<file path="config.mk">
export PLATFORM = sky130hd
export DESIGN_NAME = fetch_stage
export DESIGN_NICKNAME = d
export VERILOG_FILES = /design/src/rtl/fetch_stage.sv
export SDC_FILE = /design/constraint.sdc
export NUM_CORES = 1
export LEC_CHECK = 0
export ABC_AREA = 1
export BUFFER_PORTS_ARGS = -buffer_cell sky130_fd_sc_hd__buf_2
export CAP_MARGIN = 25
export CORE_AREA = 2 2 146 148
export CTS_CLUSTER_DIAMETER = 60
export DETAILED_ROUTE_END_ITERATION = 10
export DIE_AREA = 0 0 148 150
export PLACE_DENSITY = 0.76
export SYNTH_ARGS = -nofsm -noshare
export SYNTH_HDL_FRONTEND = slang
export SYNTH_SLANG_ARGS = --single-unit
</file>
<file path="constraint.sdc">
create_clock -name clk -period 3.4 [get_ports clk]
set_input_delay 0.34 -clock clk [delete_from_list [all_inputs] [get_ports clk]]
set_output_delay 0.34 -clock clk [all_outputs]
set_load 0.05 [all_outputs]
</file>
<file path="src/rtl/fetch_stage.sv">
// fetch_stage: owns the PC, issues word fetches to imem and buffers returned instructions in order for decode.
// Latency: with zero-wait memory a request in cycle N returns in N+1 and shows as inst_valid in N+2 (no bypass).
// Backpressure: inst_ready low fills the buffer; credits (outstanding + buffered <= DEPTH) then hold imem_req low.
module fetch_stage #(
  parameter int              XLEN     = 32,
  parameter logic [XLEN-1:0] RESET_PC = '0,
  parameter int              DEPTH    = 2
) (
  input  logic            clk,
  input  logic            reset,
  output logic            imem_req,
  output logic [XLEN-1:0] imem_addr,
  input  logic            imem_gnt,
  input  logic            imem_rvalid,
  input  logic [XLEN-1:0] imem_rdata,
  input  logic            redirect_valid,
  input  logic [XLEN-1:0] redirect_pc,
  output logic            inst_valid,
  input  logic            inst_ready,
  output logic [XLEN-1:0] inst,
  output logic [XLEN-1:0] inst_pc,
  output logic [XLEN-1:0] inst_pcplus4,
  output logic [6:0]      op
);
  localparam int            AW   = $clog2(DEPTH);
  localparam int            CW   = $clog2(DEPTH + 1);
  localparam logic [CW-1:0] FULL = CW'(DEPTH);

  typedef struct packed {
    logic [XLEN-1:0] word;
    logic [XLEN-1:0] pc;
  } ibuf_ent_t;

  // Fetch PC and number of in-flight responses that belong to a squashed path
  logic [XLEN-1:0] fetch_pc_q, fetch_pc_d;
  logic [CW-1:0]   discard_q, discard_d;

  // PCs of granted requests, oldest first; occupancy is the outstanding count
  logic [XLEN-1:0] pcq_q [DEPTH];
  logic [AW-1:0]   pq_wr_ptr_q, pq_rd_ptr_q;
  logic [CW-1:0]   outstanding_q, outstanding_d;

  // Instruction buffer presented to decode
  ibuf_ent_t       ibuf_q [DEPTH];
  logic [AW-1:0]   ib_wr_ptr_q, ib_rd_ptr_q;
  logic [CW-1:0]   count_q, count_d;

  logic [CW:0]     credits_used;
  logic            grant;
  logic            rsp_take;
  logic            iq_wr;
  logic            iq_pop;
  ibuf_ent_t       head;

  // A stray rvalid with nothing in flight is ignored so counters never underflow.
  assign credits_used = {1'b0, outstanding_q} + {1'b0, count_q};
  assign imem_req     = !reset && !redirect_valid && (credits_used < {1'b0, FULL});
  assign imem_addr    = fetch_pc_q;
  assign grant        = imem_req && imem_gnt;
  assign rsp_take     = imem_rvalid && (outstanding_q != '0);
  assign iq_wr        = rsp_take && (discard_q == '0) && !redirect_valid;
  assign iq_pop       = inst_valid && inst_ready;

  assign head         = ibuf_q[ib_rd_ptr_q];
  assign inst_valid   = (count_q != '0);
  assign inst         = head.word;
  assign inst_pc      = head.pc;
  assign inst_pcplus4 = head.pc + XLEN'(4);
  assign op           = head.word[6:0];

  // Next-state for PC and counters; a redirect overrides sequential fetch and empties the buffer
  always_comb begin
    fetch_pc_d    = fetch_pc_q;
    discard_d     = discard_q;
    outstanding_d = outstanding_q;
    count_d       = count_q;
    if (grant) begin
      fetch_pc_d = fetch_pc_q + XLEN'(4);
    end
    if (grant && !rsp_take) begin
      outstanding_d = outstanding_q + CW'(1);
    end else if (!grant && rsp_take) begin
      outstanding_d = outstanding_q - CW'(1);
    end
    if (iq_wr && !iq_pop) begin
      count_d = count_q + CW'(1);
    end else if (!iq_wr && iq_pop) begin
      count_d = count_q - CW'(1);
    end
    if (rsp_take && (discard_q != '0)) begin
      discard_d = discard_q - CW'(1);
    end
    if (redirect_valid) begin
      // Everything still in flight is stale except a response landing this very cycle,
      // which is dropped here and so is not counted again.
      fetch_pc_d = redirect_pc & ~XLEN'(3);
      discard_d  = outstanding_q - (rsp_take ? CW'(1) : CW'(0));
      count_d    = '0;
    end
  end

  // Register PC, counters and queue pointers
  always_ff @(posedge clk) begin
    if (reset) begin
      fetch_pc_q    <= RESET_PC;
      discard_q     <= '0;
      outstanding_q <= '0;
      count_q       <= '0;
      pq_wr_ptr_q   <= '0;
      pq_rd_ptr_q   <= '0;
      ib_wr_ptr_q   <= '0;
      ib_rd_ptr_q   <= '0;
    end else begin
      fetch_pc_q    <= fetch_pc_d;
      discard_q     <= discard_d;
      outstanding_q <= outstanding_d;
      count_q       <= count_d;
      if (grant) begin
        pq_wr_ptr_q <= pq_wr_ptr_q + AW'(1);
      end
      if (rsp_take) begin
        pq_rd_ptr_q <= pq_rd_ptr_q + AW'(1);
      end
      if (redirect_valid) begin
        ib_wr_ptr_q <= '0;
        ib_rd_ptr_q <= '0;
      end else begin
        if (iq_wr) begin
          ib_wr_ptr_q <= ib_wr_ptr_q + AW'(1);
        end
        if (iq_pop) begin
          ib_rd_ptr_q <= ib_rd_ptr_q + AW'(1);
        end
      end
    end
  end

  // Queue storage; cleared on reset so the head reads zero until the first instruction lands
  always_ff @(posedge clk) begin
    if (reset) begin
      for (int i = 0; i < DEPTH; i++) begin
        pcq_q[i]  <= '0;
        ibuf_q[i] <= '0;
      end
    end else begin
      if (grant) begin
        pcq_q[pq_wr_ptr_q] <= fetch_pc_q;
      end
      if (iq_wr) begin
        ibuf_q[ib_wr_ptr_q] <= '{word: imem_rdata, pc: pcq_q[pq_rd_ptr_q]};
      end
    end
  end

endmodule

</file>
==> metrics.md, run 1 <==
| Metric | Value |
|---|---|
| Critical-path cell list | nand2_1 -> o21ai_1 -> ha_1 -> nand3_2 -> inv_2 -> nand2_1 -> nor2_1 -> xor2_1 -> buf_2 |
| Summed area of non-filler cells in the final layout | 0.0133 sq mm |
| Nets@finish | 1,505 |
| Fraction of the core area covered by cells at the end of the flow | 0.644 |
| Setup repair after global routing missed its margin | no |
| Pins Over Slew Limit | 0 |
| Sequential standard cell area | 0.00637 sq mm |
| Cell with the largest stage delay on the worst path | sky130_fd_sc_hd__dfxtp_4 |
| Crit path depth | 9 |
| Global route overflow | 0 |
| Cts-stage hold buffer count | 0 |
| Number of enable flip-flop cells after synthesis | 184 |
| Quantity of I/O buffers inserted on ports | 198 |
| Data required, critical path | 3.06 ns |
| Signal arrival time at the worst endpoint | 2.82 ns |
| Path depth of the worst reg2reg path | 9 |
| Synthesized cell area | 0.0113 sq mm |
| Sequential share of the synthesized area | 0.562 |
| Initial antenna violation count | 0 |
| Cell variety after synth | 39 |
| Fraction of synthesis flops using an asynchronous set or reset pin | 0 |
| Fraction of met3 tracks used by global routing | 0.0378 |
| Routed wire length | 26,700 um |
| TritonCTS Buffers | 24 |
| Vias in the first global route | 8,342 |
| Final weighted congestion of routability-driven global placement | 0.897 |
| Delay of the slowest cell on the worst path | 0.53 ns |
| Met2 GRT Util | 0.402 |
| Type of the most critical hold path | input port to flip-flop |
| Die ar. | 0.0222 sq mm |
| Number of vias after detailed routing | 8,934 |
| Core outline area | 0.0207 sq mm |
| Number of buffer and inverter instances along the worst setup path | 2 |
| Clock tree from TritonCTS | built |
| Time the worst path needs with I/O delays and setup | 3.16 ns |
| Number of failing hold endpoints at the final stage | 0 |
| Initial DRT Pass Iterations | 5 |
| Setup skew after layout | 0.00828 ns |
| Post-DRT Antenna Nets | 0 |
| Clock tree sinks | 226 |
| Mean post-synth cell area | 9.13 sq um |
| Setup violations, final | 0 |
| Site row count | 53 |
| Total negative setup slack | 0 ns |
| Tcrit/Tclk final | 0.930 |
| Clock slew at the register clock pins of the worst setup and hold paths | 0.06 ns |
| Detailed placement HPWL | 18,400 um |
| Initial standard-cell utilization of the core | 0.547 |
| Total leakage power | 0.00556 uW |
| Die X-Extent | 148 um |
| Share of cells above drive strength 1 | 0.230 |
| Via count normalized by instance count | 5.19 |
| Hold Path Cell Cnt | 3 |
| Layout overhead on the synthesized area | 17.7% |
| Worst Max-Slew Pin Slew | 0.663 ns |
| CTS H-tree depth | 1 |
| Clk Tree Root Cell | sky130_fd_sc_hd__clkbuf_16 |
| CP Launch Type | flip-flop |
| Maximum number of pins on one net before global-route repair | 64 |
| Multi-input logic area | 0.00410 sq mm |
| Synth warn | 0 |
| Type of the setup path with the least slack | flip-flop to primary output |
| # Max-Cap Violations | 0 |
| First-pass GRT wire length | 42,000 um |
| Average wire per cell in the routed design | 15.5 um |
| Vertical die dimension | 150 um |
| Worst-path maximum fanout | 23 |
| Gr busiest metal | met2 |
| IO Pins | 207 |
| Layout fillers | 1,646 |
| Power density over cell area | 515 mW/mm^2 |
| Family with the most delay on the worst path | simple AND/OR/NAND/NOR gates |
| Post-synthesis instance total | 1,240 |
| Highest achievable clock rate | 0.316 GHz |
| Endpoint type of the worst setup path | primary output |
| IR drop worst, VDD | 0.395 mV |
| Met1 track utilization from global routing | 0.315 |
| Instance area after placement | 0.0125 sq mm |
| Cell mode on critical path | sky130_fd_sc_hd__nand2_1 |
| Worst slew margin relative to its limit | 0.558 |
| Initial detailed-routing violation count | 643 |
| Maximum clock insertion buffer count | 3 |
| PostCTS Resize Cnt | 0 |
| Count of inserted antenna diode cells | 0 |
| Overall global routing resource usage | 0.237 |
| Skew-Pair Late Insertion Delay | 0.52 ns |
| Post-synth top flop | sky130_fd_sc_hd__edfxtp_1 |
| Number of design rule violations left after detail routing | 0 |
| Number of flip-flops and latches in the synthesized netlist | 226 |
| Result of the run | finished, final reports clean |
tightest hold or removal path, stage by stage:
cell and delay (ns):
sky130_fd_sc_hd__buf_2 0.09, sky130_fd_sc_hd__nand2_1 0.05, sky130_fd_sc_hd__a31oi_1 0.07
Yosys cell counts (7+ instances only):
library cell	number	area [sq um]
sky130_fd_sc_hd__xor2_1	16	140
sky130_fd_sc_hd__nand3b_1	14	105
sky130_fd_sc_hd__buf_2	20	100
sky130_fd_sc_hd__nand3_1	41	205
sky130_fd_sc_hd__dfxtp_1	42	841
sky130_fd_sc_hd__a31oi_1	9	56.3
sky130_fd_sc_hd__edfxtp_1	184	5530
sky130_fd_sc_hd__o21ai_2	20	175
sky130_fd_sc_hd__o21ai_0	37	185
sky130_fd_sc_hd__buf_4	16	120
sky130_fd_sc_hd__nor2_2	7	43.8
sky130_fd_sc_hd__mux2_2	32	360
sky130_fd_sc_hd__a21oi_1	32	160
sky130_fd_sc_hd__inv_1	141	529
sky130_fd_sc_hd__mux2i_1	30	300
sky130_fd_sc_hd__nand2_1	261	980
sky130_fd_sc_hd__nor2_1	271	1020
sky130_fd_sc_hd__clkbuf_1	15	56.3
state kept, by name, indices dropped and copies added, names as in the netlist, named ones only:
| signal | flops |
|---|---|
| outstanding_q | 2 |
| imem_addr | 30 |
| pq_wr_ptr_q | 1 |
| ibuf_q | 124 |
| pcq_q | 60 |
| pq_rd_ptr_q | 1 |
| ib_wr_ptr_q | 1 |
| discard_q | 2 |
| count_q | 2 |
| ib_rd_ptr_q | 1 |
cells in the final DEF (no fill, tap or decap), drive strengths merged:
cell type / count
a21oi: 32
a22oi: 1
a31oi: 9
and2: 2
buf: 213
bufinv: 1
clkbuf: 29
clkinv: 11
clkinvlp: 5
conb: 6
dfxtp: 42
edfxtp: 184
fa: 1
ha: 6
inv: 145
mux2: 32
mux2i: 30
nand2: 266
nand3: 45
nand3b: 14
nand4: 2
nor2: 279
nor3: 2
o211ai: 2
o21a: 1
o21ai: 65
or2: 1
xnor2: 4
xor2: 16
report_power, final:
group	switching (uW)	internal [uW]	total, uW
Clock	1080	1470	2550
Sequential	85.1	3140	3220
Combinational	812	279	1090
layout make-up:
| cell class | count | share of cell area |
|---|---|---|
| tap | 275 | 0.0258 |
| sequential | 226 | 0.478 |
| clock buffer | 29 | 0.0496 |
| inverter | 147 | 0.0414 |
| timing repair buffer | 213 | 0.0884 |
| clock inverter | 15 | 0.00892 |
| multi-input combinational | 816 | 0.308 |
worst paths after layout:
check	from	endpoint	slack [ns]
max	flip-flop	inst_pcplus4[18]	0.24
min reg2reg	pq_rd_ptr_q	flip-flop	0.47
max reg2reg	outstanding_q[0]	pcq_q[1][27]	0.94
min	redirect_pc[14]	imem_addr[14]	0.09
what timing repair did:
item                                    CTS  global route
endpoints found under the hold margin     0             0
buffers inserted                          1             0
endpoints found under the setup margin    1             0
through the flow:
| step | std cells | total power (uW) | setup WS (ns) | hold slack (ns) |
|---|---|---|---|---|
| floorplan | 1245 | 4090 | 0.0868 | 0.426 |
| global placement | 1676 | 4350 | 0.620 | 0.434 |
| detailed placement | 1676 | 4370 | 0.537 | 0.453 |
| CTS | 1721 | 6890 | 0.219 | 0.0753 |
| global route | 1721 | 7100 | 0.119 | 0.102 |
| finish | 1721 | 6870 | 0.237 | 0.0883 |
kinds of logic after synthesis:
| logic type | synth area share |
|---|---|
| other | 0.000331 |
| adder cells (fa/ha/maj) | 0.00840 |
| AO/OA/AOI/OAI | 0.0591 |
| buffers and inverters | 0.0778 |
| flip-flops | 0.562 |
| XOR/XNOR | 0.0155 |
| multiplexers | 0.0583 |
| AND/OR/NAND/NOR | 0.219 |
metal layers:
metal  vias to the layer above  share of wire
met1                      4105           0.42
met2                       383           0.47
met3                        57          0.083
met5                         -              0
met4                         0          0.027
li1                       4389              -
No activity file was read; power rests on OpenSTA's default activity.
==> run 2: changes to the inputs <==
--- a/config.mk
+++ b/config.mk
@@ -12,6 +12,7 @@
 export CTS_CLUSTER_DIAMETER = 60
 export DETAILED_ROUTE_END_ITERATION = 10
 export DIE_AREA = 0 0 148 150
+export GPL_TIMING_DRIVEN = 0
 export PLACE_DENSITY = 0.76
 export SYNTH_ARGS = -nofsm -noshare
 export SYNTH_HDL_FRONTEND = slang
==> run 2 against run 1 <==
Setup slack worse by 0.046 ns. Flip-flop and latch count stayed put. Combinational power up 4%. Clock skew grew 0.012 ns. Final cell count grew 2.3%.
==> metrics.md, run 2 (same netlist as run 1, synthesis figures left out) <==
| Metric | Value |
|---|---|
| Top Layer Used | met4 |
| Most common cell after layout, fill and taps aside | sky130_fd_sc_hd__nor2_1 |
| Post-DRT Antenna Nets | 0 |
| Clock tree from TritonCTS | built |
| Initial DRT Pass Iterations | 5 |
| Clock slew at the register clock pins of the worst setup and hold paths | 0.06 ns |
| Maximum clock insertion buffer count | 3 |
| Cell with the largest stage delay on the worst path | sky130_fd_sc_hd__o21ai_1 |
| Top reg by flops | ibuf_q |
| Number of failing hold endpoints at the final stage | 0 |
| Die X-Extent | 148 um |
| Setup repair after global routing missed its margin | no |
| CP Launch Type | flip-flop |
| Worst-path maximum fanout | 10 |
| Total leakage power | 0.00567 uW |
| Number of buffer and inverter instances along the worst setup path | 3 |
| Critical-path cell list | buf_4 -> o21ai_1 -> ha_2 -> nand3_2 -> inv_2 -> nand2_1 -> nor2_1 -> xor2_1 -> buf_4 |
| Number of vias after detailed routing | 9,007 |
| Initial standard-cell utilization of the core | 0.547 |
| Vertical die dimension | 150 um |
| Routed wire length | 27,700 um |
| Detailed placement HPWL | 20,500 um |
| Signal arrival time at the worst endpoint | 2.87 ns |
| TritonCTS Buffers | 23 |
| IO Pins | 207 |
| Initial detailed-routing violation count | 569 |
| Count of inserted antenna diode cells | 0 |
| Overall global routing resource usage | 0.247 |
| Flip-flop count of the largest register after layout | 124 |
| Highest achievable clock rate | 0.312 GHz |
| Family with the most delay on the worst path | buffers and inverters |
| Vias in the first global route | 8,501 |
| Pins Over Slew Limit | 0 |
| Worst Max-Slew Pin Slew | 0.925 ns |
| Via count normalized by instance count | 5.12 |
| Maximum number of pins on one net before global-route repair | 63 |
| Clk Tree Root Cell | sky130_fd_sc_hd__clkbuf_16 |
| First-pass GRT wire length | 43,100 um |
| Quantity of I/O buffers inserted on ports | 197 |
| Met1 Wirelength | 11,500 um |
| Worst hold slack | 0.100 ns |
| IR drop worst, VDD | 0.298 mV |
| Share of cells above drive strength 1 | 0.236 |
| Setup violations, final | 0 |
| Commonest non-fill, non-tap cells in the layout | sky130_fd_sc_hd__nor2_1, sky130_fd_sc_hd__nand2_1, sky130_fd_sc_hd__buf_2, sky130_fd_sc_hd__edfxtp_1, sky130_fd_sc_hd__inv_1 |
| Setup skew after layout | 0.0199 ns |
| Cell mode on critical path | sky130_fd_sc_hd__buf_4 |
| Number of design rule violations left after detail routing | 0 |
| Nets@finish | 1,546 |
| Clock tree sinks | 226 |
| # Max-Cap Violations | 0 |
| Skew-Pair Late Insertion Delay | 0.51 ns |
| Site row count | 53 |
| Endpoint type of the worst setup path | primary output |
| Final weighted congestion of routability-driven global placement | 0.913 |
| Initial antenna violation count | 0 |
| Type of the most critical hold path | input port to flip-flop |
| Layout overhead on the synthesized area | 19.3% |
| Global route overflow | 0 |
| Total length of routed met2 wires | 13,200 um |
| Total Power Consumption | 6900 uW |
| Core outline area | 0.0207 sq mm |
| CTS H-tree depth | 1 |
| Average wire per cell in the routed design | 15.7 um |
| Delay of the slowest cell on the worst path | 0.38 ns |
| Die ar. | 0.0222 sq mm |
| Time the worst path needs with I/O delays and setup | 3.21 ns |
| Data required, critical path | 3.06 ns |
| Worst slew margin relative to its limit | 0.383 |
| Power density over cell area | 511 mW/mm^2 |
| Result of the run | finished, final reports clean |
| Cts-stage hold buffer count | 0 |
| Routed length on met3 | 2350 um |
| Tcrit/Tclk final | 0.944 |
| Type of the setup path with the least slack | flip-flop to primary output |
[run 2: changes by cell type in the layout (fill, tap and decap cells not counted), sizes merged]
cell	delta
buf	+27
bufinv	+2
clkbuf	+20
clkinv	-6
clkinvlp	-4
[run 2: through the flow]
step	utilization	worst slack [ns]	setup TNS, ns	cell area, sq um	instances
2_1_floorplan	-	0.0868	0	11300	1245
3_3_place_gp	0.613	-0.725	-90.32	12700	1717
3_5_place_dp	0.615	0.201	0	12700	1719
4_1_cts	0.653	0.0612	0	13500	1760
5_1_grt	0.653	0.0353	0	13500	1760
6_report	0.653	0.191	0	13500	1760
[run 2: routing by layer]
metal | track usage | up-vias
li1 | - | 4462
met1 | 0.331 | 4100
met2 | 0.426 | 402
met3 | 0.0341 | 43
met4 | 0.0629 | 0
met5 | 0 | -
[run 2: final timing paths]
kind,start,endpoint,slack (ns),cells after the start
hold / removal,redirect_pc[14],imem_addr[14],0.1,3
hold reg to reg,pq_rd_ptr_q,pq_rd_ptr_q,0.47,1
setup / recovery,flip-flop,inst_pcplus4[18],0.19,9
setup reg to reg,outstanding_q[0],pcq_q[1][12],0.28,10
[run 2: where the power goes]
part / total (uW) / switching [uW] / internal [uW]
combinational: 1130 / 842 / 290
clock: 2560 / 994 / 1560
sequential: 3210 / 71.4 / 3140
[run 2: cell type report]
type | instances | area (sq um)
clock inverter | 7 | 113
buffer | 56 | 329
clock buffer | 34 | 657
sequential | 226 | 6370
timing repair buffer | 199 | 1030
multi-input combinational | 816 | 4120
tap | 275 | 344
fill | 1665 | 7180
inverter | 147 | 552
[run 2: tightest hold or removal path: cells and delay by family]
family	cells	cell delay [ns]
buffers and inverters	1	0.09
AOI/OAI and AO/OA	1	0.07
and+or+nand+nor	1	0.05
[run 2: what timing repair did]
item / CTS / global route
gates resized for setup: 0 / 4
setup buffers: 0 / 0
hold endpoints to repair: 0 / 0
setup endpoints to repair: 0 / 21
==> run 3: changes to the inputs <==
--- a/config.mk
+++ b/config.mk
@@ -8,10 +8,10 @@
 export ABC_AREA = 1
 export BUFFER_PORTS_ARGS = -buffer_cell sky130_fd_sc_hd__buf_2
 export CAP_MARGIN = 25
-export CORE_AREA = 2 2 146 148
+export CORE_AREA = 2 2 131 164
 export CTS_CLUSTER_DIAMETER = 60
 export DETAILED_ROUTE_END_ITERATION = 10
-export DIE_AREA = 0 0 148 150
+export DIE_AREA = 0 0 133 166
 export GPL_TIMING_DRIVEN = 0
 export PLACE_DENSITY = 0.76
 export SYNTH_ARGS = -nofsm -noshare
==> run 3 against run 2 <==
Final cell count is the same. Via count grew 2.3%. Wire length grew 1.9%. Sequential share of layout area shrank 0.070 points. Register-to-register slack is essentially flat. Critical path depth is the same. Global-route usage grew 0.46 points. Setup slack lost 0.0098 ns. Clock skew shrank 0.0080 ns. Largest power group unchanged.
==> metrics.md, run 3 (same netlist as run 1, synthesis figures left out) <==
| Metric | Value |
|---|---|
| Worst slack, placed | 0.0778 ns |
| Initial detailed-routing violation count | 627 |
| Initial standard-cell utilization of the core | 0.550 |
| Delay of the slowest cell on the worst path | 0.48 ns |
| Worst Max-Slew Pin Slew | 0.888 ns |
| Highest achievable clock rate | 0.311 GHz |
| Layout fillers | 1,679 |
| Site row count | 59 |
| Pins Over Slew Limit | 0 |
| Setup violations, final | 0 |
| Core outline area | 0.0206 sq mm |
| Initial antenna violation count | 0 |
| Clock slew at the register clock pins of the worst setup and hold paths | 0.06 ns |
| Met2 GRT Util | 0.447 |
| Routed wire length | 28,200 um |
| Number of design rule violations left after detail routing | 0 |
| Global route overflow | 0 |
| Flip-flop count of the largest register after layout | 124 |
| Setup repair bufs after CTS | 0 |
| Critical-path cell list | buf_4 -> o21ai_1 -> ha_4 -> nand3_2 -> inv_2 -> nand2_1 -> nor2_1 -> xor2_1 -> buf_2 |
| Layout overhead on the synthesized area | 19.5% |
| First-pass GRT wire length | 43,900 um |
| Total leakage power | 0.00568 uW |
| Share of cells above drive strength 1 | 0.238 |
| Path depth of the worst reg2reg path | 10 |
| Clock tree sinks | 226 |
| Time the worst path needs with I/O delays and setup | 3.22 ns |
| Count of inserted antenna diode cells | 0 |
| Result of the run | finished, final reports clean |
| Signal arrival time at the worst endpoint | 2.88 ns |
| Tcrit/Tclk final | 0.947 |
| Initial DRT Pass Iterations | 5 |
| Hold Path Cell Cnt | 3 |
| Top reg by flops | ibuf_q |
| Commonest non-fill, non-tap cells in the layout | sky130_fd_sc_hd__nor2_1, sky130_fd_sc_hd__nand2_1, sky130_fd_sc_hd__buf_2, sky130_fd_sc_hd__edfxtp_1, sky130_fd_sc_hd__inv_1 |
| Quantity of I/O buffers inserted on ports | 197 |
| Clock tree from TritonCTS | built |
| Via count normalized by instance count | 5.23 |
| Internal power | 4980 uW |
| Gr busiest metal | met2 |
| Setup skew after layout | 0.0119 ns |
| Detailed placement HPWL | 20,500 um |
| Met1 track utilization from global routing | 0.304 |
| Maximum number of pins on one net before global-route repair | 63 |
| Worst slew margin relative to its limit | 0.408 |
| Power density over cell area | 513 mW/mm^2 |
| Post-DRT Antenna Nets | 0 |
| Vias in the first global route | 8,868 |
| Summed area of non-filler cells in the final layout | 0.0135 sq mm |
| Sequential cell fraction of total power | 0.463 |
| Net load switching power | 1960 uW |
| Clock share of power | 0.374 |
| Instance area after placement | 0.0127 sq mm |
| CP Launch Type | flip-flop |
| Cell with the largest stage delay on the worst path | sky130_fd_sc_hd__o21ai_1 |
| Type of the setup path with the least slack | flip-flop to primary output |
| Part of the total power dissipated in combinational logic | 0.163 |
| Nets@finish | 1,546 |
| Switching Fraction | 0.282 |
| # Max-Cap Violations | 0 |
| IR drop worst, VDD | 0.368 mV |
| Final weighted congestion of routability-driven global placement | 0.973 |
| Data required, critical path | 3.06 ns |
| Vertical die dimension | 166 um |
| Skew-Pair Late Insertion Delay | 0.51 ns |
| Average wire per cell in the routed design | 16.0 um |
| Worst hold slack | 0.0981 ns |
| Most common cell after layout, fill and taps aside | sky130_fd_sc_hd__nor2_1 |
| Setup ws final | 0.181 ns |
| Die ar. | 0.0221 sq mm |
| Die X-Extent | 133 um |
| Worst-path maximum fanout | 10 |
| IO Pins | 207 |
| Clk Tree Root Cell | sky130_fd_sc_hd__clkbuf_16 |
| Endpoint type of the worst setup path | primary output |
| Worst reg2reg path startpoint | outstanding_q[0] |
| Overall global routing resource usage | 0.251 |
| Number of failing hold endpoints at the final stage | 0 |
| Type of the most critical hold path | input port to flip-flop |
| Maximum clock insertion buffer count | 3 |
| Number of vias after detailed routing | 9,210 |
| Fraction of met3 tracks used by global routing | 0.0290 |
| CTS H-tree depth | 1 |
| Setup repair after global routing missed its margin | no |
| TritonCTS Buffers | 23 |
| Beginning of the worst hold path | redirect_pc[10] |
[run 3: cell count changes in the layout (fill, tap and decap cells not counted), sizes merged]
cell | before | now
inv | 145 | 146
clkinv | 5 | 13
clkbuf | 49 | 40
bufinv | 3 | 4
[run 3: through the flow]
step / utilization / cells / total power, uW / TNS [ns]
global placement: 0.615 / 1716 / 4360 / -84.32
floorplan: - / 1245 / 4090 / 0
finish: 0.657 / 1760 / 6940 / 0
CTS: 0.656 / 1760 / 6940 / 0
detailed placement: 0.619 / 1718 / 4400 / 0
global route: 0.657 / 1760 / 7150 / 0
[run 3: final cells by class]
cell class | count | area (sq um) | area share
clock buffer | 25 | 583 | 0.0431
tap | 274 | 343 | 0.0253
multi-input combinational | 816 | 4130 | 0.305
buffer | 56 | 329 | 0.0243
sequential | 226 | 6370 | 0.471
clock inverter | 17 | 188 | 0.0139
timing repair buffer | 199 | 1040 | 0.0769
inverter | 147 | 552 | 0.0408
[run 3: layer usage]
layer  share of wire  wire [um]
met1            0.39      11000
met2            0.50      14000
met5               0          0
met3           0.066       1870
met4           0.048       1350
[run 3: power by group through the flow]
| stage | combinational [uW] | sequential (uW) | clock (uW) |
|---|---|---|---|
| 3_5_place_dp | 1120 | 3270 | 0 |
| 6_report | 1130 | 3210 | 2600 |
| 5_1_grt | 1210 | 3230 | 2710 |
| 3_3_place_gp | 1090 | 3270 | 0 |
| 2_1_floorplan | 754 | 3330 | 0 |
| 4_1_cts | 1130 | 3210 | 2600 |
[run 3: worst paths after layout]
check / endpoint / slack [ns]
hold reg to reg: pq_rd_ptr_q / 0.46
hold / removal: imem_addr[10] / 0.1
setup / recovery: inst_pcplus4[18] / 0.18
setup reg to reg: pcq_q[1][18] / 0.28
[run 3: worst max-delay path: cells and delay by family (launching register included)]
kind                       cells  cell delay (ns)
buffers and inverters          3             0.60
adders and majority gates      1             0.27
AOI/OAI and AO/OA              1             0.48
xor gates and xnor gates       1             0.15
DFF                            1             0.33
and+or+nand+nor                3             0.53
[run 3: repair_timing]
action	in CTS	in global routing
gates resized for setup	0	4
hold endpoints to repair	0	0
hold buffers	0	0
setup endpoints to repair	0	20
